$ cat src/rtl/restoring_divider.sv
// Multi-cycle unsigned restoring divider: one quotient bit per clock through a
// BUS_WIDTH+1-bit subtractor, with a start/done handshake.
module restoring_divider #(
  parameter int BUS_WIDTH = 32
) (
  input  logic                 clk,
  input  logic                 rst,
  input  logic                 start,
  input  logic [BUS_WIDTH-1:0] in1,
  input  logic [BUS_WIDTH-1:0] in2,
  output logic                 busy,
  output logic                 done,
  output logic [BUS_WIDTH-1:0] out,
  output logic [BUS_WIDTH-1:0] remainder,
  output logic                 div_by_zero,
  output logic [1:0]           state_dbg
);

  // Handshake: start is taken only in IDLE (that edge is the accept edge and
  // latches in1/in2); done is a one-cycle pulse marking out/remainder/div_by_zero
  // valid, and those results hold until the next done. Start in RUN/DONE is dropped.
  localparam logic [1:0] ST_IDLE = 2'd0;
  localparam logic [1:0] ST_RUN  = 2'd1;
  localparam logic [1:0] ST_DONE = 2'd2;

  localparam int             CW   = $clog2(BUS_WIDTH);
  localparam logic [CW-1:0]  LAST = CW'(BUS_WIDTH - 1);

  logic [1:0]           state;
  logic [BUS_WIDTH-1:0] quo;
  logic [BUS_WIDTH-1:0] dvsr;
  logic [BUS_WIDTH-1:0] prem;
  logic [CW-1:0]        cnt;

  logic [BUS_WIDTH:0]   shifted;
  logic [BUS_WIDTH:0]   trial;
  logic [BUS_WIDTH-1:0] prem_next;
  logic [BUS_WIDTH-1:0] quo_next;

  assign state_dbg = state;

  // The kept partial remainder is always below the divisor, so it fits in
  // BUS_WIDTH bits; the extra bit only exists in the shifted/trial values.
  always_comb begin
    shifted = {prem, quo[BUS_WIDTH-1]};
    trial   = shifted - {1'b0, dvsr};
    if (!trial[BUS_WIDTH]) begin
      prem_next = trial[BUS_WIDTH-1:0];
      quo_next  = {quo[BUS_WIDTH-2:0], 1'b1};
    end else begin
      prem_next = shifted[BUS_WIDTH-1:0];
      quo_next  = {quo[BUS_WIDTH-2:0], 1'b0};
    end
  end

  always_ff @(posedge clk) begin
    if (rst) begin
      state       <= ST_IDLE;
      quo         <= '0;
      dvsr        <= '0;
      prem        <= '0;
      cnt         <= '0;
      busy        <= 1'b0;
      done        <= 1'b0;
      out         <= '0;
      remainder   <= '0;
      div_by_zero <= 1'b0;
    end else begin
      case (state)
        ST_IDLE: begin
          if (start) begin
            quo  <= in1;
            dvsr <= in2;
            prem <= '0;
            cnt  <= '0;
            if (in2 == '0) begin
              state       <= ST_DONE;
              done        <= 1'b1;
              out         <= '1;
              remainder   <= in1;
              div_by_zero <= 1'b1;
            end else begin
              state <= ST_RUN;
              busy  <= 1'b1;
            end
          end
        end
        ST_RUN: begin
          quo  <= quo_next;
          prem <= prem_next;
          cnt  <= cnt + CW'(1);
          if (cnt == LAST) begin
            state       <= ST_DONE;
            busy        <= 1'b0;
            done        <= 1'b1;
            out         <= quo_next;
            remainder   <= prem_next;
            div_by_zero <= 1'b0;
          end
        end
        ST_DONE: begin
          done  <= 1'b0;
          state <= ST_IDLE;
        end
        default: begin
          state <= ST_IDLE;
          busy  <= 1'b0;
          done  <= 1'b0;
        end
      endcase
    end
  end

endmodule

$ cat config.mk
export PLATFORM = sky130hd
export DESIGN_NAME = restoring_divider
export DESIGN_NICKNAME = d
export VERILOG_FILES = /design/src/rtl/restoring_divider.sv
export SDC_FILE = /design/constraint.sdc
export NUM_CORES = 1
export LEC_CHECK = 0
export ABC_AREA = 0
export CORE_MARGIN = 5
export CORE_UTILIZATION = 45
export DETAILED_ROUTE_END_ITERATION = 10
export DONT_BUFFER_PORTS = 1
export PLACE_DENSITY = 0.63
export SETUP_SLACK_MARGIN = 0.02
export SYNTH_ARGS = -nofsm -noshare
export SYNTH_HDL_FRONTEND = slang
export SYNTH_SLANG_ARGS = --single-unit
export TNS_END_PERCENT = 10
$ cat constraint.sdc
create_clock -name clk -period 2.8 [get_ports clk]
set_input_delay 0.56 -clock clk [delete_from_list [all_inputs] [get_ports clk]]
set_output_delay 0.56 -clock clk [all_outputs]
set_load 0.005 [all_outputs]
==> flow_metrics.env <==
export IMPL_status="finished with violations"
export IMPL_failed_checks="setup timing"
export IMPL_globalplace_congestion=0.8975
export IMPL_leakage_nw=3.957
export IMPL_grt_antenna_before_repair=0
export IMPL_cp_arrival_ns=3.27
export IMPL_drc=0
export IMPL_rsz0062_at_grt="true"
export IMPL_std_cell_rows=50
export IMPL_min_period_over_period=1.036
export IMPL_hold_slack_ns=0.1898
export IMPL_cts_buffers_inserted=17
export IMPL_overflow=0
export IMPL_track_usage=0.2223
export IMPL_synthCells=1064
export IMPL_yosys_warnings=0
export IMPL_pwr_share_clk=0.379
export IMPL_path_max_fanout=8
export IMPL_antenna_left=0
export IMPL_clk_latency_ns=0.43
export IMPL_hp_class="primary input to flip-flop"
export IMPL_synth_edf_count=0
export IMPL_crit_path_start_kind="flip-flop"
export IMPL_ctsHoldBuffers=0
export IMPL_ioPinCount=136
export IMPL_critPathRequiredTime_ns=3.17
export IMPL_endpoint_kind="flip-flop"
export IMPL_tightest_slew_ns=1.189
export IMPL_pwr_share_comb=0.223
export IMPL_syn_to_final_growth_pct=19.54
export IMPL_via_count=7864
export IMPL_die_w_um=148.6
export IMPL_hpwl_um=18220
export IMPL_dp_slack_ns=-0.1413
export IMPL_drt_iter0_markers=729
export IMPL_ys_types=67
export IMPL_num_antenna_cells=0
export IMPL_setup_viol=38
export IMPL_finClkSkew_ns=0.009572
export IMPL_yosysSeqAreaShare=0.3936
export IMPL_hold_depth=1
export IMPL_first_global_vias=7298
export IMPL_syn_cell_area_um2=8646
export IMPL_coreArea_um2=18830
export IMPL_nFillCells=1756
export IMPL_peakVddDrop_mv=0.4282
export IMPL_cts_root_buf="clkbuf_16"
export IMPL_routed_wl_um=25700
export IMPL_clock_sinks=170
export IMPL_final_nets=1190
export IMPL_portBuffers=0
export IMPL_setup_ws_ns=-0.1007
export IMPL_drt_wirelength_per_cell_um=18.88
export IMPL_drt_first_pass_iters=7
export IMPL_powerDensity_nw_per_um2=629.8
export IMPL_slew_limit_headroom=0.2072
export IMPL_p_int_mw=4.492
export IMPL_die_area_um2=22080
export IMPL_fin_crit_ns=2.901
export IMPL_dieHeight_um=148.6
export IMPL_drv_slew=0
export IMPL_async_flop_share=0
export IMPL_ys_ff_latch=170
export IMPL_start_util=0.4591
export IMPL_drive_above_1_share=0.2044
export IMPL_clk_pin_slew_ns=0.07
export IMPL_synth_flop_cell="dfxtp_1"
export IMPL_cts_htree_levels=4
export IMPL_grt_first_pass_wirelength_um=39900
export IMPL_switching_power_mw=2.017
export IMPL_r2r_cells=13
export IMPL_synth_net_count=1166
export IMPL_avgSynthCellArea_um2=8.126
export IMPL_clock_path_buffers=2
export IMPL_max_freq_ghz=0.3447
export IMPL_cts_tree="yes"
export IMPL_critPathKind="flip-flop to flip-flop"
export IMPL_vias_per_cell=5.778
export IMPL_pwr_share_seq=0.398
export IMPL_swShare=0.3098
export IMPL_hold_violations=0
export IMPL_grt_max_degree=118
export IMPL_drv_cap=0
[cell type report]
cell class	count	area [um2]	area share
multi-input combinational	778	5121	0.4955
sequential	170	3405	0.3294
tap	260	325.3	0.03148
timing repair buffer	81	724.4	0.07010
clock buffer	18	429.2	0.04153
inverter	40	150.1	0.01453
clock inverter	14	180.2	0.01743
[synthesized netlist by cell type, types with 11 or more instances]
| library cell | number | area share |
|---|---|---|
| o221a_2 | 31 | 0.040 |
| o21ai_0 | 40 | 0.023 |
| xor2_1 | 13 | 0.013 |
| a211oi_1 | 15 | 0.013 |
| nor4_1 | 11 | 0.0080 |
| ha_1 | 34 | 0.049 |
| a31oi_1 | 13 | 0.0094 |
| dfxtp_1 | 170 | 0.39 |
| nor2_1 | 94 | 0.041 |
| inv_1 | 40 | 0.017 |
| a311oi_1 | 40 | 0.041 |
| nor3_1 | 17 | 0.0098 |
| a21o_1 | 16 | 0.014 |
| nand2_1 | 204 | 0.089 |
| xnor2_1 | 14 | 0.014 |
| mux2i_1 | 13 | 0.015 |
| a21oi_1 | 101 | 0.058 |
| clkbuf_1 | 58 | 0.025 |
[final timing paths]
kind | startpoint | to | slack, ns
worst max-delay path | quo[31] | remainder[9] | -0.10
worst max register to register | quo[31] | remainder[9] | -0.10
worst min-delay path | rst | remainder[20] | 0.19
worst min register to register | dvsr[22] | dvsr[22] | 0.45
[stage by stage]
step / area, um2 / total power [mW] / util / setup TNS, ns / cells
6_report: 10330 / 6.509 / 0.5488 / -1.882 / 1361
3_3_place_gp: 9311 / 3.872 / 0.4945 / -0.6413 / 1323
2_1_floorplan: 8651 / 3.525 / - / 0 / 1064
3_5_place_dp: 9311 / 3.885 / 0.4945 / -3.568 / 1323
5_1_grt: 10330 / 6.782 / 0.5488 / -7.520 / 1361
4_1_cts: 9985 / 6.349 / 0.5302 / 0 / 1357
[power by group through the flow]
stage                     combinational [mW]  sequential (mW)  clock [mW]
after floorplan                        0.912             2.61           0
after global placement                  1.23             2.64           0
after detailed placement                1.24             2.64           0
after CTS                               1.27             2.59        2.49
after global routing                    1.57             2.60        2.61
final                                   1.45             2.59        2.47
[what timing repair did]
action                     in CTS  in global routing
cloned                          0                  1
setup endpoints to repair      57                 62
setup buffers                   2                  3
gates resized for setup        13                 68
pin swaps                       4                 30
[flip-flops by register name (all words and copies together) (netlist names)]
| signal | cells |
|---|---|
| div_by_zero | 1 |
| cnt | 5 |
| quo | 32 |
| prem | 32 |
| done | 1 |
| state_dbg | 2 |
| out | 32 |
| remainder | 32 |
| busy | 1 |
| dvsr | 32 |
[cells in the final DEF, fill, tap and decap left out, types with 12 or more instances in the layout]
| master | Yosys | layout |
|---|---|---|
| nor2_1 | 94 | 92 |
| o21ai_0 | 40 | 31 |
| nand2_1 | 204 | 201 |
| o221a_2 | 31 | 31 |
| xnor2_1 | 14 | 14 |
| clkbuf_16 | 0 | 18 |
| a311oi_1 | 40 | 33 |
| xor2_1 | 13 | 13 |
| a21oi_2 | 4 | 18 |
| dfxtp_1 | 170 | 169 |
| ha_1 | 34 | 31 |
| inv_1 | 40 | 39 |
| buf_4 | 0 | 71 |
| a31oi_1 | 13 | 12 |
| a21oi_1 | 101 | 84 |
| a21o_1 | 16 | 16 |
[critical path, cell delays in order, from the launching register on]
cell,delay (ns)
dfxtp_2,0.33
inv_2,0.05
ha_4,0.16
fa_2,0.40
nor2b_4,0.17
o31ai_4,0.10
a31oi_4,0.23
a21oi_4,0.11
a211o_4,0.38
o211a_4,0.17
clkbuf_16,0.17
mux2i_1,0.13
a211o_1,0.31
a21oi_2,0.11
[cells by family (layout without fill, tap and decap cells)]
group	count (synthesis)	in the layout	synth area share
flops	170	170	0.3936
fa+ha+maj	35	35	0.05152
mux	15	15	0.01809
xor+xnor	27	27	0.02735
simple gates	377	377	0.1852
compound gates	324	324	0.2674
buf+inv	116	153	0.05673
[metal layers]
| layer | GRT usage | vias up | share of wire |
|---|---|---|---|
| li1 | - | 3879 | - |
| met1 | 0.3304 | 3685 | 0.48 |
| met2 | 0.3244 | 275 | 0.43 |
| met3 | 0.05363 | 25 | 0.079 |
| met4 | 0.05173 | 0 | 0.013 |
| met5 | 0 | - | 0 |
No activity file was read; power rests on OpenSTA's default activity.
